File: config.mk
export PLATFORM = sky130hd
export DESIGN_NAME = mult_div_unit
export DESIGN_NICKNAME = d
export VERILOG_FILES = /design/src/rtl/mdu_pkg.sv /design/src/rtl/mdu_sign_fix.sv /design/src/rtl/mult_div_unit.sv
export SDC_FILE = /design/constraint.sdc
export NUM_CORES = 1
export LEC_CHECK = 0
export BUFFER_PORTS_ARGS = -buffer_cell sky130_fd_sc_hd__buf_2
export CORE_ASPECT_RATIO = 1.1
export CORE_MARGIN = 5
export CORE_UTILIZATION = 30
export DETAILED_ROUTE_END_ITERATION = 8
export GPL_ROUTABILITY_DRIVEN = 0
export PLACE_DENSITY_LB_ADDON = 0.08
export REMOVE_ABC_BUFFERS = 1
export SYNTH_ARGS = -nofsm -noshare
export SYNTH_HDL_FRONTEND = slang
export SYNTH_HIERARCHICAL = 1
export SYNTH_SLANG_ARGS = --single-unit
File: constraint.sdc
create_clock -name clk -period 5.2 [get_ports clk]
set_clock_uncertainty 0.1 [all_clocks]
set_input_delay 1.3 -clock clk [delete_from_list [all_inputs] [get_ports clk]]
set_output_delay 1.3 -clock clk [all_outputs]
set_load 0.1 [all_outputs]
File: src/rtl/mdu_pkg.sv
// Shared types and constants for the iterative multiply/divide unit.
package mdu_pkg;

    localparam int MDU_WIDTH = 32;

    typedef enum logic [2:0] {
        S_IDLE,
        S_MULT,
        S_DIV,
        S_FIX,
        S_DONE
    } mdu_state_t;

    typedef enum logic {
        MDU_OP_MULT,
        MDU_OP_DIV
    } mdu_op_t;

endpackage

File: src/rtl/mdu_sign_fix.sv
// Combinational conditional negate: abs() on operands, sign restore on results.
module mdu_sign_fix #(
    parameter int WIDTH = 32
) (
    input  logic [WIDTH-1:0] value_i,
    input  logic             negate_i,
    output logic [WIDTH-1:0] value_o
);

    localparam logic [WIDTH-1:0] ONE = {{(WIDTH-1){1'b0}}, 1'b1};

    assign value_o = negate_i ? ((~value_i) + ONE) : value_i;

endmodule

File: src/rtl/mult_div_unit.sv
// Iterative shift-add multiplier / restoring divider feeding HI/LO.
// Optional macro MDU_UNSIGNED_EN enables op_unsigned (multu/divu).
module mult_div_unit
    import mdu_pkg::*;
#(
    parameter int WIDTH = MDU_WIDTH
) (
    input  logic             clk,
    input  logic             reset,
    input  logic             start_mult,
    input  logic             start_div,
    input  logic             op_unsigned,
    input  logic [WIDTH-1:0] op_a,
    input  logic [WIDTH-1:0] op_b,
    output logic             busy,
    output logic             done,
    output logic             div_zero,
    output logic [WIDTH-1:0] hi,
    output logic [WIDTH-1:0] lo
);

    localparam int CNT_W = $clog2(WIDTH) + 1;
    localparam logic [CNT_W-1:0] LAST_CNT = CNT_W'(WIDTH - 1);
    localparam logic [CNT_W-1:0] CNT_ONE  = {{(CNT_W-1){1'b0}}, 1'b1};

    mdu_state_t         state_q, state_d;
    mdu_op_t            op_q, op_d;
    logic [CNT_W-1:0]   cnt_q, cnt_d;
    logic [2*WIDTH-1:0] acc_q, acc_d;
    logic [WIDTH-1:0]   b_q, b_d;
    logic               neg_res_q, neg_res_d;
    logic               neg_rem_q, neg_rem_d;
    logic               dz_q, dz_d;
    logic [WIDTH-1:0]   hi_q, hi_d;
    logic [WIDTH-1:0]   lo_q, lo_d;

    logic signed_op;
`ifdef MDU_UNSIGNED_EN
    assign signed_op = ~op_unsigned;
`else
    logic unused_op_unsigned;
    assign signed_op          = 1'b1;
    assign unused_op_unsigned = op_unsigned;
`endif

    logic [WIDTH-1:0]   a_mag, b_mag;
    logic [2*WIDTH-1:0] prod_fixed;
    logic [WIDTH-1:0]   quot_fixed, rem_fixed;

    mdu_sign_fix #(.WIDTH(WIDTH)) u_abs_a (
        .value_i(op_a), .negate_i(signed_op & op_a[WIDTH-1]), .value_o(a_mag));
    mdu_sign_fix #(.WIDTH(WIDTH)) u_abs_b (
        .value_i(op_b), .negate_i(signed_op & op_b[WIDTH-1]), .value_o(b_mag));
    mdu_sign_fix #(.WIDTH(2*WIDTH)) u_fix_prod (
        .value_i(acc_q), .negate_i(neg_res_q), .value_o(prod_fixed));
    mdu_sign_fix #(.WIDTH(WIDTH)) u_fix_quot (
        .value_i(acc_q[WIDTH-1:0]), .negate_i(neg_res_q), .value_o(quot_fixed));
    mdu_sign_fix #(.WIDTH(WIDTH)) u_fix_rem (
        .value_i(acc_q[2*WIDTH-1:WIDTH]), .negate_i(neg_rem_q), .value_o(rem_fixed));

    // acc_q holds {partial product, multiplier} or {remainder, dividend/quotient}
    logic [WIDTH:0]     add_sum;
    logic [WIDTH:0]     rem_shift, rem_diff;
    logic               q_bit;
    logic [2*WIDTH-1:0] mult_next, div_next;

    always_comb begin
        add_sum   = {1'b0, acc_q[2*WIDTH-1:WIDTH]} + (acc_q[0] ? {1'b0, b_q} : {(WIDTH+1){1'b0}});
        mult_next = {add_sum, acc_q[WIDTH-1:1]};
        rem_shift = {acc_q[2*WIDTH-1:WIDTH], acc_q[WIDTH-1]};
        rem_diff  = rem_shift - {1'b0, b_q};
        q_bit     = ~rem_diff[WIDTH];
        div_next  = {(q_bit ? rem_diff[WIDTH-1:0] : rem_shift[WIDTH-1:0]),
                     acc_q[WIDTH-2:0], q_bit};
    end

    always_comb begin
        state_d   = state_q;
        op_d      = op_q;
        cnt_d     = cnt_q;
        acc_d     = acc_q;
        b_d       = b_q;
        neg_res_d = neg_res_q;
        neg_rem_d = neg_rem_q;
        dz_d      = dz_q;
        hi_d      = hi_q;
        lo_d      = lo_q;
        case (state_q)
            S_IDLE, S_DONE: begin
                state_d = S_IDLE;
                if (start_mult || start_div) begin
                    acc_d     = {{WIDTH{1'b0}}, a_mag};
                    b_d       = b_mag;
                    cnt_d     = '0;
                    dz_d      = 1'b0;
                    neg_res_d = signed_op & (op_a[WIDTH-1] ^ op_b[WIDTH-1]);
                    neg_rem_d = signed_op & op_a[WIDTH-1];
                    if (start_mult) begin
                        op_d    = MDU_OP_MULT;
                        state_d = S_MULT;
                    end else begin
                        op_d = MDU_OP_DIV;
                        // A zero divisor skips the iteration entirely
                        if (op_b == '0) begin
                            dz_d    = 1'b1;
                            state_d = S_DONE;
                        end else begin
                            state_d = S_DIV;
                        end
                    end
                end
            end
            S_MULT: begin
                acc_d = mult_next;
                cnt_d = cnt_q + CNT_ONE;
                if (cnt_q == LAST_CNT) state_d = S_FIX;
            end
            S_DIV: begin
                acc_d = div_next;
                cnt_d = cnt_q + CNT_ONE;
                if (cnt_q == LAST_CNT) state_d = S_FIX;
            end
            S_FIX: begin
                if (op_q == MDU_OP_MULT) begin
                    {hi_d, lo_d} = prod_fixed;
                end else begin
                    hi_d = rem_fixed;
                    lo_d = quot_fixed;
                end
                state_d = S_DONE;
            end
            default: state_d = S_IDLE;
        endcase
    end

    always_ff @(posedge clk) begin
        if (reset) begin
            state_q   <= S_IDLE;
            op_q      <= MDU_OP_MULT;
            cnt_q     <= '0;
            acc_q     <= '0;
            b_q       <= '0;
            neg_res_q <= 1'b0;
            neg_rem_q <= 1'b0;
            dz_q      <= 1'b0;
            hi_q      <= '0;
            lo_q      <= '0;
        end else begin
            state_q   <= state_d;
            op_q      <= op_d;
            cnt_q     <= cnt_d;
            acc_q     <= acc_d;
            b_q       <= b_d;
            neg_res_q <= neg_res_d;
            neg_rem_q <= neg_rem_d;
            dz_q      <= dz_d;
            hi_q      <= hi_d;
            lo_q      <= lo_d;
        end
    end

    assign busy     = (state_q == S_MULT) || (state_q == S_DIV) || (state_q == S_FIX);
    assign done     = (state_q == S_DONE);
    assign div_zero = done & dz_q;
    assign hi       = hi_q;
    assign lo       = lo_q;

endmodule

==> metrics, run 1 <==
RSZ-0062 raised after global routing no; num ports 136; RR Endpoint acc_q[61]; Area Overhead vs Synth 11.4%; net switching power 2390 µW; Layout Nets between 2000 and 2500; Worst Hold Class reg2reg; largest net degree at the start of global routing 65; top cells by area, synth dfxtp_1 21%, xnor2_1 11%, ha_1 5.4%; R2R cell count 13; total track usage between 10% and 20%; final wirelength 55.9 mm; worst flop-to-flop path startpoint acc_q[0]; PostCTS Resize Cnt 0; Worst-Margin Slew between 1 and 1.5 ns; Tmin final 4.10 ns; Post-CTS Setup Bufs 0; fin. max-slew vios 0; clock latency on the worst-skew pair roughly 0.50 ns; placed cell count between 2000 and 3000; max_slew headroom 31.5%; slowest library cell on the worst path dfxtp_1; Fin. Hold Viols 0; initial antenna violation count 0; Worst Setup End Kind register; DR iter-0 viols around 830; Crit path buffers/inverters 1; final setup fails 0; top post-synthesis cells by count 209 x xnor2_1, 194 x nand2_1, 173 x dfxtp_1, 153 x a21oi_1, 153 x nor2_1; CTS Root Cell clkbuf_16; Gate power share a little over two fifths; CTS Hold Bufs 0; Power Internal 3040 µW; clock share of power 24.8%; WS Path Type reg2reg; Hold Crit Depth 2; clk sink count 173; crit share post-route between 70% and 80%; CP Data Arrival Time about 4.4 ns; FF+latch count, synth around 170; mapped cell area 16300 µm²; Die Ht 255 µm; Synthesis Warnings 6; Primary FF master, synth dfxtp_1; WP data required approximately 5.5 ns; Critical Path Start Type register; post-DP HPWL about 42 mm; # DRC 0; drt pass-1 iters 5; vias 15600; ANT cells 0; Die Footprint 59200 µm²; Peak VDD IR 0.000313 V; Die W between 200 and 250 µm; leakage 0.00661 µW; fill count 5836; worst hold start dz_q; port buffer count between 100 and 150; FP Rows 89; Inserted Clock Buffers 17; count leader, synth xnor2_1; Syn Inst Count ~2100; CP delay by family, top compound AO/OA/AOI/OAI gates; FMAX 0.244 GHz; DR WL/cell 19.4 µm; fraction of layout cells with a size suffix above 1 a little over an eighth; TritonCTS clock tree yes; CTS clk-pin slew, worst paths ~0.080 ns; worst hold slack 0.351 ns; slowest stage delay, CP between 0.9 and 1 ns; vias in the first global route 15200; max_cap viols 0; mean number of vias per cell around 5.4; Seq/Total Area, Yosys 21.2%; switch share between 40% and 50%; Pwr per Cell Area between 200 and 300 nW/µm²; Worst Hold End dz_q; crit path max fanout 33; initial core utilization 30.4%; outcome finished, final reports clean; maximum clock path buffer count 2; Non-Filler Instances 2878; first-pass GRT wire length 87.1 mm; post-synth top area share 21.2%; worst-path cell chain and2_1 > ha_1 > fa_1 > a211o_1 > nand4bb_1 > nand3_1 > a311oi_1 > buf_4 > o31ai_1 > a21oi_1 > xor2_1 > o221a_2 > a211oi_1; syn avg cell area 7.81 µm²; r2r setup slk 1.10 ns; Final ANT Viol Nets 0; asr flop ratio synth 0%; register share of total power 31.5%; synth unique cells 89; CTS HTree Levels 4; EDFF count, synth 0; Congestion Overflow GR 0; Synth area leader dfxtp_1; core area 53800 µm²
## placed cells by master (no fill, tap or decap), types with 16 or more instances in the layout
master	n
a21oi_1	153
or3_1	20
nor4_1	24
o21ai_0	115
nor2_1	151
nand3_1	33
xor2_1	25
dfxtp_1	171
o41ai_2	21
nand2_1	194
nand2b_1	22
buf_4	33
nor3_1	51
nor4_4	16
inv_1	57
ha_1	70
a211oi_1	105
buf_2	133
a21boi_0	25
a22oi_1	54
o31ai_1	53
o41ai_1	28
and2_1	37
clkbuf_16	17
mux2i_1	72
a21o_1	26
nand4_1	35
xnor2_1	209
## worst max path at each step
| stage | from | to | slack (ns) | cells past startpoint |
|---|---|---|---|---|
| after global routing | acc_q[0] | acc_q[61] | 0.82 | 13 |
| after global placement | acc_q[0] | acc_q[61] | 1.14 | 13 |
| final | acc_q[0] | acc_q[61] | 1.10 | 13 |
| after CTS | acc_q[0] | acc_q[61] | 1.09 | 13 |
| after floorplan | start_mult | cnt_q[5] | -0.75 | 5 |
| after detailed placement | acc_q[0] | acc_q[61] | 1.09 | 13 |
## registers in the layout, summed over array words and instances, names as in the netlist
register,cells
b_q,32
hi,32
state_q,3
op_q,1
neg_res_q,1
lo,32
dz_q,1
neg_rem_q,1
acc_q,64
cnt_q,6
## layer usage
| layer | vias to the layer above | global-route usage, % | wire length (µm) |
|---|---|---|---|
| met5 | - | 0 | 0 |
| met4 | 0 | 5.03 | 1150 |
| met3 | 55 | 3.15 | 2060 |
| met2 | 343 | 32.5 | 27000 |
| met1 | 7406 | 23.8 | 25700 |
| li1 | 7837 | - | - |
## kinds of logic (layout without fill, tap and decap cells)
| group | Yosys count | count (layout) | synth area share, % |
|---|---|---|---|
| AND/OR/NAND/NOR | 664 | 664 | 22.1 |
| buffers and inverters | 197 | 255 | 5.02 |
| XOR/XNOR | 234 | 234 | 12.5 |
| multiplexers | 72 | 72 | 4.41 |
| AO/OA/AOI/OAI | 680 | 680 | 29.1 |
| adder cells (fa/ha/maj) | 72 | 72 | 5.61 |
| flip-flops | 173 | 173 | 21.2 |
## power groups by stage
stage          Sequential [µW]  Combinational, µW  Clock, µW
2_1_floorplan             1800               1590          0
3_3_place_gp              1740               2370          0
3_5_place_dp              1740               2380          0
4_1_cts                   1710               2390       1410
5_1_grt                   1740               2610       1460
6_report                  1710               2380       1350
## area by class of cell
| type | instances | area [µm²] | area share [%] |
|---|---|---|---|
| Clock buffer | 20 | 447 | 2.46 |
| Clock inverter | 11 | 134 | 0.736 |
| Inverter | 57 | 214 | 1.18 |
| Multi-Input combinational cell | 1722 | 12100 | 66.5 |
| Sequential cell | 173 | 3470 | 19.1 |
| Tap cell | 728 | 911 | 5.01 |
| Timing Repair Buffer | 167 | 925 | 5.08 |
## tightest hold or removal path: stages (launching register included)
cell and delay [ns]:
dfxtp_1 0.31, nand2_1 0.05, a21oi_1 0.05
## stage by stage
stage               setup WS [ns]  cell area [µm²]  utilization (%)  total power, µW  TNS [ns]
global placement             1.14            17600             32.7             4110         0
floorplan                  -0.750            15700                -             3390    -31.13
CTS                          1.09            18200             33.8             5500         0
global route                0.816            18200             33.8             5810         0
finish                       1.10            18200             33.8             5440         0
detailed placement           1.09            17600             32.7             4120         0
(Power assumes the default switching activity.)
==> run 2, diff against run 1 <==
==> constraint.sdc (replaced) <==
create_clock -name clk -period 3.6 [get_ports clk]
set_clock_uncertainty 0.1 [all_clocks]
set_input_delay 0.9 -clock clk [delete_from_list [all_inputs] [get_ports clk]]
set_output_delay 0.9 -clock clk [all_outputs]
set_load 0.1 [all_outputs]
==> run 2 against run 1 <==
Worst setup slack lost 0.98 ns. Sequential share of layout area shrank 1.1 points. Hold slack gained 0.018 ns. Global-route usage grew 0.56 points. Combinational power grew 66%. Fmax grew 18%. Core utilization grew 2.1 points. Wire length grew 3.5%. First-iteration DRC count grew 5.2%.
==> metrics, run 2 (synthesis results as in run 1) <==
outcome finished, final reports clean; Worst Slack Setup Final 0.121 ns (-0.975 ns); Congestion Overflow GR 0 (unchanged); DR iter-0 viols 876 (+5.2%); initial antenna violation count 0 (unchanged); Layout Nets 2398 (+5.2%); FMAX 0.287 GHz (+18%); max reg flops 64 (unchanged); Critical Path Start Type register; DR WL/cell 19.3 µm (-0.57%); num ports 136 (unchanged); vias in the first global route 15400 (+1.9%); FP Rows 89 (unchanged); post-DP HPWL 44.6 mm (+5.3%); max_slew headroom 41.6% (+10 points); WP data required 3.93 ns (-1.59 ns); Tmin final 3.48 ns (-0.625 ns); Inserted Clock Buffers 17 (unchanged); worst hold slack 0.369 ns (+0.0180 ns); first-pass GRT wire length 89.2 mm (+2.5%); vias 16100 (+3.0%); fin. max-slew vios 0 (unchanged); Die W 232 µm (unchanged); port buffer count 134 (unchanged); clk sink count 173 (unchanged); WS Path Type reg2reg; Non-Filler Instances 2996 (+4.1%); Worst Hold Class reg2reg; Die Footprint 59200 µm² (unchanged); Worst Setup End Kind register; final wirelength 57.9 mm (+3.5%); final setup fails 0 (unchanged); # DRC 0 (unchanged); CTS Root Cell clkbuf_16; largest net degree at the start of global routing 92 (+42%); Final ANT Viol Nets 0 (unchanged); drt pass-1 iters 6 (+1); initial core utilization 30.4% (unchanged); Pwr per Cell Area 434 nW/µm² (+45%); r2r setup slk 0.12 ns (-0.98 ns); Post-CTS Setup Bufs 0 (unchanged); crit path max fanout 22 (-33%); Post-Place Setup Slack -0.104 ns (-1.19 ns); Die Ht 255 µm (unchanged); Area Overhead vs Synth 18.3%; fraction of layout cells with a size suffix above 1 17.7% (+4.6 points); CTS HTree Levels 4 (unchanged); multi-input logic area 12100 µm² (+0.20%); mean number of vias per cell 5.38 (-1.1%); Peak VDD IR 0.000420 V (+34%); clock latency on the worst-skew pair 0.50 ns (about the same); fill count 5706 (-2.2%); CP Data Arrival Time 3.81 ns (-0.62 ns); register area 3470 µm² (unchanged); maximum clock path buffer count 2 (unchanged); core area 53800 µm² (unchanged); TritonCTS clock tree yes; setup total negative slack 0 ns (unchanged); total track usage 19.2% (+0.56 points); Fin. Hold Viols 0 (unchanged); placed cell count 2966 (+4.2%); commonest non-fill, non-tap cell in the layout xnor2_1; leakage 0.00732 µW (+11%); CTS clk-pin slew, worst paths 0.07 ns (about the same); RSZ-0062 raised after global routing no; Worst-Margin Slew 0.874 ns (-0.151 ns); commonest cells after routing, fill and taps aside 209 x xnor2_1, 194 x nand2_1, 171 x dfxtp_1; Biggest register acc_q; max_cap viols 0 (unchanged); ANT cells 0 (unchanged); crit share post-route 96.6% (+18 points)
-- run 2: final cells by class --
cell class | count | share of cell area [%]
clock inverter | 12 | 1.08
clock buffer | 18 | 2.22
tap | 728 | 4.71
timing repair buffer | 286 | 10.2
inverter | 57 | 1.11
sequential | 173 | 17.9
multi-input combinational | 1722 | 62.7
-- run 2: power by group --
group | switching (µW) | total [µW] | internal, µW
sequential | 211 | 2280 | 2070
clock | 924 | 2160 | 1230
combinational | 2420 | 3960 | 1550
-- run 2: worst max-delay path, stage by stage (launching register included) --
cell      delay, ns
dfxtp_1        0.31
inv_1          0.11
ha_1           0.23
fa_1           0.24
nand2b_1       0.15
a21oi_1        0.07
buf_4          0.15
o211ai_4       0.26
a211oi_2       0.11
buf_4          0.15
or3_4          0.40
and3_4         0.22
buf_12         0.16
nor4b_4        0.34
o21ai_0        0.14
buf_4          0.15
a21oi_1        0.11
-- run 2: final timing paths --
| kind | startpoint | end | cells past startpoint |
|---|---|---|---|
| worst max-delay path | acc_q[31] | acc_q[58] | 16 |
| worst min-delay path | dz_q | dz_q | 2 |
| worst max register to register | acc_q[31] | acc_q[58] | 16 |
| worst min register to register | dz_q | dz_q | 2 |
-- run 2: timing repair --
item / in CTS / in global routing
gates resized for setup: 1 / 2
setup endpoints to repair: 1 / 4
hold buffers: 0 / 0
-- run 2: per-layer routing --
| metal | global-route usage, % | share of wire, % | vias up |
|---|---|---|---|
| li1 | - | - | 8072 |
| met1 | 24.5 | 46 | 7655 |
| met2 | 33.6 | 49 | 314 |
| met3 | 2.73 | 3.2 | 63 |
| met4 | 5.72 | 2.2 | 0 |
| met5 | 0 | 0 | - |
-- run 2: stage by stage --
step	cell area [µm²]	utilization [%]	power, µW
after CTS	19300	35.9	8480
after detailed placement	18700	34.7	6280
after floorplan	15700	-	4900
after global routing	19300	35.9	8920
final	19300	35.9	8400
after global placement	18700	34.7	6260
